`src/rtl/instr_sequencer.sv`:
```
// instr_sequencer: fetch/hold instruction sequencer driving a control unit from a small instruction memory.
// Ports:
//   clk, rst          rising-edge clock, synchronous active-high reset
//   start             one-cycle pulse; begins (or restarts from HALT) execution at pc 0
//   step              single-step advance pulse (only with INSTR_SEQUENCER_SINGLE_STEP_EN)
//   imem_req/addr     instruction read request and address (address is the pc)
//   imem_ack/rdata    read data valid and read data
//   instr/instr_valid instruction held for execution and its valid flag
//   pc, busy, halted  program counter and status
//   instr_count       retired instruction count, wraps modulo 2^16
// Optional feature: define INSTR_SEQUENCER_SINGLE_STEP_EN to add the step input and STEP_WAIT state.
module instr_sequencer #(
    parameter int INSTR_WIDTH = 20,
    parameter int ADDR_BITS   = 5,
    parameter int PROG_LAST   = 31
) (
    input  logic                   clk,
    input  logic                   rst,
    input  logic                   start,
`ifdef INSTR_SEQUENCER_SINGLE_STEP_EN
    input  logic                   step,
`endif
    output logic                   imem_req,
    output logic [ADDR_BITS-1:0]   imem_addr,
    input  logic                   imem_ack,
    input  logic [INSTR_WIDTH-1:0] imem_rdata,
    output logic [INSTR_WIDTH-1:0] instr,
    output logic                   instr_valid,
    output logic [ADDR_BITS-1:0]   pc,
    output logic                   busy,
    output logic                   halted,
    output logic [15:0]            instr_count
);
    typedef enum logic [2:0] {
        IDLE      = 3'd0,
        FETCH     = 3'd1,
        HOLD      = 3'd2,
        HALT      = 3'd3
`ifdef INSTR_SEQUENCER_SINGLE_STEP_EN
        ,STEP_WAIT = 3'd4
`endif
    } state_t;

    state_t                 state, state_next;
    logic [ADDR_BITS-1:0]   pc_next;
    logic [INSTR_WIDTH-1:0] instr_next;
    logic [2:0]             cnt, cnt_next;
    logic [15:0]            count_next;
    logic [1:0]             cls;

    // Instruction class lives in the top two bits of the word.
    assign cls       = imem_rdata[INSTR_WIDTH-1 -: 2];
    assign imem_addr = pc;

    always_ff @(posedge clk) begin
        if (rst) begin
            state       <= IDLE;
            pc          <= '0;
            instr       <= '0;
            cnt         <= '0;
            instr_count <= '0;
        end else begin
            state       <= state_next;
            pc          <= pc_next;
            instr       <= instr_next;
            cnt         <= cnt_next;
            instr_count <= count_next;
        end
    end

    always_comb begin
        state_next  = state;
        pc_next     = pc;
        instr_next  = instr;
        cnt_next    = cnt;
        count_next  = instr_count;
        imem_req    = 1'b0;
        instr_valid = 1'b0;
        busy        = 1'b1;
        halted      = 1'b0;
        case (state)
            IDLE, HALT: begin
                busy   = 1'b0;
                halted = (state == HALT);
                if (start) begin
                    state_next = FETCH;
                    pc_next    = '0;
                    count_next = '0;
                end
            end
            FETCH: begin
                imem_req = 1'b1;
                if (imem_ack) begin
                    state_next = (cls == 2'b00) ? HALT : HOLD;
                    instr_next = (cls == 2'b00) ? '0 : imem_rdata;
                    cnt_next   = (cls == 2'b10) ? 3'd4 : 3'd3;
                end
            end
            HOLD: begin
                instr_valid = 1'b1;
                cnt_next    = cnt - 3'd1;
                // cnt counts remaining hold cycles including this one; 1 means retire now.
                if (cnt <= 3'd1) begin
                    cnt_next   = '0;
                    count_next = instr_count + 16'd1;
                    pc_next    = (pc == ADDR_BITS'(PROG_LAST)) ? '0 : pc + 1'b1;
`ifdef INSTR_SEQUENCER_SINGLE_STEP_EN
                    state_next = STEP_WAIT;
`else
                    state_next = FETCH;
`endif
                end
            end
`ifdef INSTR_SEQUENCER_SINGLE_STEP_EN
            STEP_WAIT: begin
                if (step) state_next = FETCH;
            end
`endif
            default: begin
                busy       = 1'b0;
                state_next = IDLE;
            end
        endcase
    end
endmodule

```
`config.mk`:
```
export PLATFORM = sky130hd
export DESIGN_NAME = instr_sequencer
export DESIGN_NICKNAME = d
export VERILOG_FILES = /design/src/rtl/instr_sequencer.sv
export SDC_FILE = /design/constraint.sdc
export NUM_CORES = 1
export LEC_CHECK = 0
export ABC_AREA = 1
export ABC_CLOCK_PERIOD_IN_PS = 1960
export BUFFER_PORTS_ARGS = -buffer_cell sky130_fd_sc_hd__buf_2
export CAP_MARGIN = 20
export CORE_AREA = 4 4 72 74
export DETAILED_ROUTE_END_ITERATION = 6
export DIE_AREA = 0 0 76 78
export MAX_ROUTING_LAYER = met4
export PLACE_DENSITY = 0.8
export SLEW_MARGIN = 20
export SYNTH_ARGS = -nofsm -noshare
export SYNTH_HDL_FRONTEND = slang
export SYNTH_SLANG_ARGS = --single-unit
export TNS_END_PERCENT = 20
```
`constraint.sdc`:
```
create_clock -name clk -period 1.96 [get_ports clk]
set_clock_uncertainty 0.2 [all_clocks]
set_input_delay 0.588 -clock clk [delete_from_list [all_inputs] [get_ports clk]]
set_output_delay 0.588 -clock clk [all_outputs]
set_load 0.05 [all_outputs]
```
# Yosys cells after proc, flatten, opt, wreduce, memory -nomap -nowiden
# Index checks and enable logic that the tools add are counted.
# Widths: inputs -> output; s select.
[classes] reduce_logical=10 n_eq_ne=8 muxes=21 order_cmp=1 n_addsub=3
[op_table] cell="$mux 16" n=2
[op_table] cell="$pmux 16 s2" n=1
[op_table] cell="$mux 20" n=1
[op_table] cell="$mux 3" n=6
[op_table] cell="$add 16x1->16 const B" n=1
[op_table] cell="$mux 5" n=3
[op_table] cell="$pmux 5 s2" n=1
[op_table] cell="$pmux 3 s3" n=1
[op_table] cell="$eq 3x2->1 const B" n=2
[op_table] cell="$ne 2x2->1 const B" n=3
[op_table] cell="$pmux 3 s2" n=1
[op_table] cell="$reduce_and 3->1" n=2
[op_table] cell="$add 5x1->5 const B" n=1
[op_table] cell="$eq 5x5->1 const B" n=1
[op_table] cell="$mux 1" n=5
[op_table] cell="$reduce_and 2->1" n=2
[op_table] cell="$reduce_bool 2->1" n=2
[op_table] cell="$reduce_or 2->1" n=2
[op_table] cell="$eq 3x1->1 const B" n=1
[op_table] cell="$le 3x1->1 const B" n=1
[op_table] cell="$logic_not 3->1" n=1
[op_table] cell="$sub 3x1->3 const B" n=1
[op_table] cell="$eq 2x2->1 const B" n=1
[op_table] cell="$logic_not 2->1" n=1
[totals] register_bits=47 input_bits=24 elab_cells=48

# Logic depth before layout (Yosys ltp)
[logic_depth] word_depth=4 depth_mapped=11

# Worst setup path after synthesis
# Ideal clock, no wire load.
[synth_path] kind="register to register" startpoint="register state[0]" endpoint="register instr_count[3]" required_time_ns=1.638 slack_ns=-0.144 t_arrival_ns=1.783 path_stages_with_launch=10 path_buffers=1 setup_ns=0.122 path_cell_list="dfxtp_1 -> inv_1 -> ha_1 -> inv_1 -> nor2_1 -> nor2_1 -> nand2_2 -> buf_2 -> o21ai_0 -> a21oi_1"
[synth_between] elab_chain_cells=4 elab_cells_between_ends=9 classes_between="4 x eq/ne; 1 x mux; 4 x reduce/logical"
[synth_rtl] item="start, declared" line="44" rtl="state_t state, state_next;"
[synth_rtl] item="start signal, assigned" line="63" rtl="state <= state_next;"
[synth_rtl] item="$eq 3x2->1 / $logic_not 3->1 (equally long branches)" line="81" rtl="case (state)"
[synth_rtl] item="$reduce_or 2->1" line="81"
[synth_rtl] item="$ne 2x2->1 (no line) / $reduce_bool 2->1 (equally long branches)"
[synth_rtl] item="$reduce_and 3->1 (no line)"
[synth_rtl] item="end signal, assigned" line="67" rtl="instr_count <= count_next;"
[synth_rtl] item="end, declared" line="32" rtl="output logic [15:0] instr_count"
# Several ways; a longest one is shown, not always the timed one.
# A chain may end at the register's enable or synchronous reset.

# Worst setup path after layout
[layout_path] startpoint="register state[0]" endpoint="output busy"
[layout_between] elab_chain_cells=3 elab_cells_between_ends=4 classes_between="2 x eq/ne; 1 x mux; 1 x reduce/logical"
[layout_rtl] item="$eq 3x2->1 / $eq 3x1->1 (equally long branches)" line="81"
[layout_rtl] item="$reduce_or 2->1 (no line) (*)"
[layout_rtl] item="$mux 1 (*)" line="81"
[layout_rtl] item="end, declared" line="30" rtl="output logic busy,"
# Mark *: on every way between the ends. The rest lies on a longest branch, timed or not.

==> run summary <==
Status: finished, violations left
Failing checks: negative setup slack
Standard-cell row count: 25
Ys flop type: dfxtp_1
FMAX: 496 MHz
DRT Wirelength: 5110 um
Maxcap violations: 0
CP peak stage delay: 0.35 ns
Ys Warns: 0
Average cell area after synthesis: 7.12 um^2
CTS tree: built
Clk sinks: 46
Hold crit path type: flip-flop to flip-flop
Leak: 1.32 nW
Critical path's top delay family: flip-flops
First-pass detailed-route iteration total: 4
Area grow syn2layout: 27.8%
Worst slew pin tran: 0.396 ns
Max_slew headroom: 73.6%
RSZ-0062 raised after global routing: true
GRT Util Overall: 18.1%
Crit-path cells: inv_2 > ha_4 > clkinvlp_4 > buf_8
Initial antenna violation count: 0
Critical path type: flip-flop to output pin
Gpl congestion: 0.845
Asr flop ratio synth: 0%
Die span in x: 76 um
Antenna viol nets, final: 0
Syn_nets: 331
Crit. End Element: output pin
Post-Syn Area: 0.00214 mm^2
Core area: 0.00460 mm^2
Vias in the first global route: 2,096
Total number of vias: 2,199
Final Hold Vio Count: 0
Critical path endpoint: busy
Clock Tree Root: clkbuf_8
Critical path required time: 1.17 ns
Largest cells by area after synthesis: dfxtp_1, nor2_1, a21oi_1, nand2_1, o21ai_0
Clock group share of total power: 30.5%
Count leader, synth: nor2_1
Grt ovf: 0
IO buf count: 73
Detail Placement HPWL: 3710 um
Clock transition at the registers of the reported paths: 0.09 ns
First-pass GRT wire length: 8960 um
Fin crit share: 103%
Initial Util: 46.4%
Die ar.: 0.00593 mm^2
Max-slew violations: 0
Final setup TNS: -0.0568 ns
Post-synth top cells: nor2_1, dfxtp_1, nand2_1
R2R Setup Slk: 0.05 ns
Largest net degree at the start of global routing: 27
Post-synth EDFFs: 0
R2r endpoint: instr_count[14]
Final Setup Violations: 1
Fillcell total: 420
Worst Hold Slack: 0.299 ns
Die height: 78 um
CP max stage cell: dfxtp_2
Sequential share of power: 43.9%
Residual DRC: 0
Critical path launch point: state[0]
Pwr/cell area: 858 mW/mm^2
Longest Clk Path Bufs: 2
Clk_lat worst skew: 0.29 ns
Switching power total: 0.000758 W
Crit path time final: 2.02 ns
Biggest area consumer among synthesized cells: dfxtp_1
N_diodes: 0
DR WL/cell: 11.9 um
Place WS: 0.0747 ns
Syn Inst Count: 300
Maximum vdd drop: 540 uV
Register area share after synthesis: 43.1%
Max FO, Critical Path: 3
Synthesized flop and latch total: 46
Final net count: 407
Int Pwr: 0.00158 W
Share of cells above drive strength 1: 27.4%
Net Sw Frac: 32.3%
Critical path data arrival time: 1.23 ns
I/O Pins: 74
Crit start category: flip-flop
Worst r2r src: state[0]
R2R depth: 10
Starting DRT DRC Count: 100
Worst setup margin: -0.0568 ns
Synth top area share: 43.1%
Power share of the combinational group: 25.6%
Buf/Inv on CP: 3
Levels on crit path: 4
H-Tree Depth: 2
Post-DR vias/cell: 5.11
Cts bufs inserted: 5
Final Util: 59.4%
Post-synth cell types: 27
[cell families after synthesis]
group | count (synthesis) | share of synthesized area (%)
buffers and inverters | 43 | 8.67
XOR/XNOR | 2 | 0.820
AO/OA/AOI/OAI | 74 | 18.2
AND/OR/NAND/NOR | 128 | 25.1
flip-flops | 46 | 43.1
adder cells (fa/ha/maj) | 7 | 4.10
[how the worst min path moves through the flow]
| stage | cells past startpoint | from | slack, ns | end |
|---|---|---|---|---|
| after global placement | 2 | imem_addr[3] | 0.28 | imem_addr[3] |
| final | 2 | imem_addr[4] | 0.30 | imem_addr[4] |
| after floorplan | 2 | state[1] | 0.29 | state[1] |
| after global routing | 3 | imem_rdata[5] | 0.33 | instr[5] |
| after detailed placement | 2 | imem_addr[4] | 0.29 | imem_addr[4] |
| after CTS | 2 | imem_addr[4] | 0.30 | imem_addr[4] |
[power by group through the flow]
stage | Combinational (W) | Sequential, W | Clock, W
after detailed placement | 0.000567 | 0.00105 | 0
after floorplan | 0.000280 | 0.00120 | 0
after global placement | 0.000560 | 0.00104 | 0
after CTS | 0.000594 | 0.00103 | 0.000730
after global routing | 0.000656 | 0.00103 | 0.000769
final | 0.000599 | 0.00103 | 0.000715
[layer usage]
metal	vias to the layer above	wire (um)	track usage, %
met5	-	0	-
met4	0	66	6.05
met3	7	311	3.71
met2	69	2430	30.3
met1	986	2300	21.7
li1	1137	-	-
[what timing repair did]
| item | in CTS | in global routing |
|---|---|---|
| resized for setup | 8 | 4 |
| hold buffers | 0 | 0 |
| pin swaps | 1 | 2 |
| buffers inserted | 2 | 1 |
| setup endpoints to repair | 3 | 9 |
[stage by stage]
step | total power, W | area (um^2) | std cells
floorplan | 0.00148 | 2160 | 300
global placement | 0.00160 | 2570 | 420
global route | 0.00246 | 2730 | 430
CTS | 0.00235 | 2710 | 429
detailed placement | 0.00161 | 2570 | 420
finish | 0.00234 | 2730 | 430
[sequential cells by signal, indices dropped and copies added, names as in the netlist]
name and cells:
imem_addr 5, cnt 3, instr_count 16, state 2, instr 20
[layout make-up]
| type | count | area [um^2] | area share [%] |
|---|---|---|---|
| inverter | 28 | 109 | 3.99 |
| clock inverter | 1 | 30.0 | 1.10 |
| timing repair buffer | 84 | 470 | 17.2 |
| multi-input combinational | 211 | 1040 | 38.3 |
| sequential | 46 | 926 | 33.9 |
| clock buffer | 6 | 82.6 | 3.02 |
| tap | 54 | 67.6 | 2.47 |
[worst reg2reg max path, stage by stage, from the launching register on]
cell	delay, ns
dfxtp_2	0.35
inv_2	0.05
ha_4	0.27
buf_4	0.11
nor2_1	0.04
nor2_1	0.14
nand2_2	0.18
nor2_2	0.23
nand3_1	0.10
nand2_1	0.08
nor2_1	0.04
[layout by cell type, fill, tap and decap left out, drive strengths merged, types with 4 or more instances in the layout]
cell / instances
dfxtp: 46
o21ai: 31
inv: 26
buf: 84
nand3: 20
nand2: 44
a21oi: 37
nor2: 55
nor3: 4
clkbuf: 6
ha: 7
(Power assumes the default switching activity.)
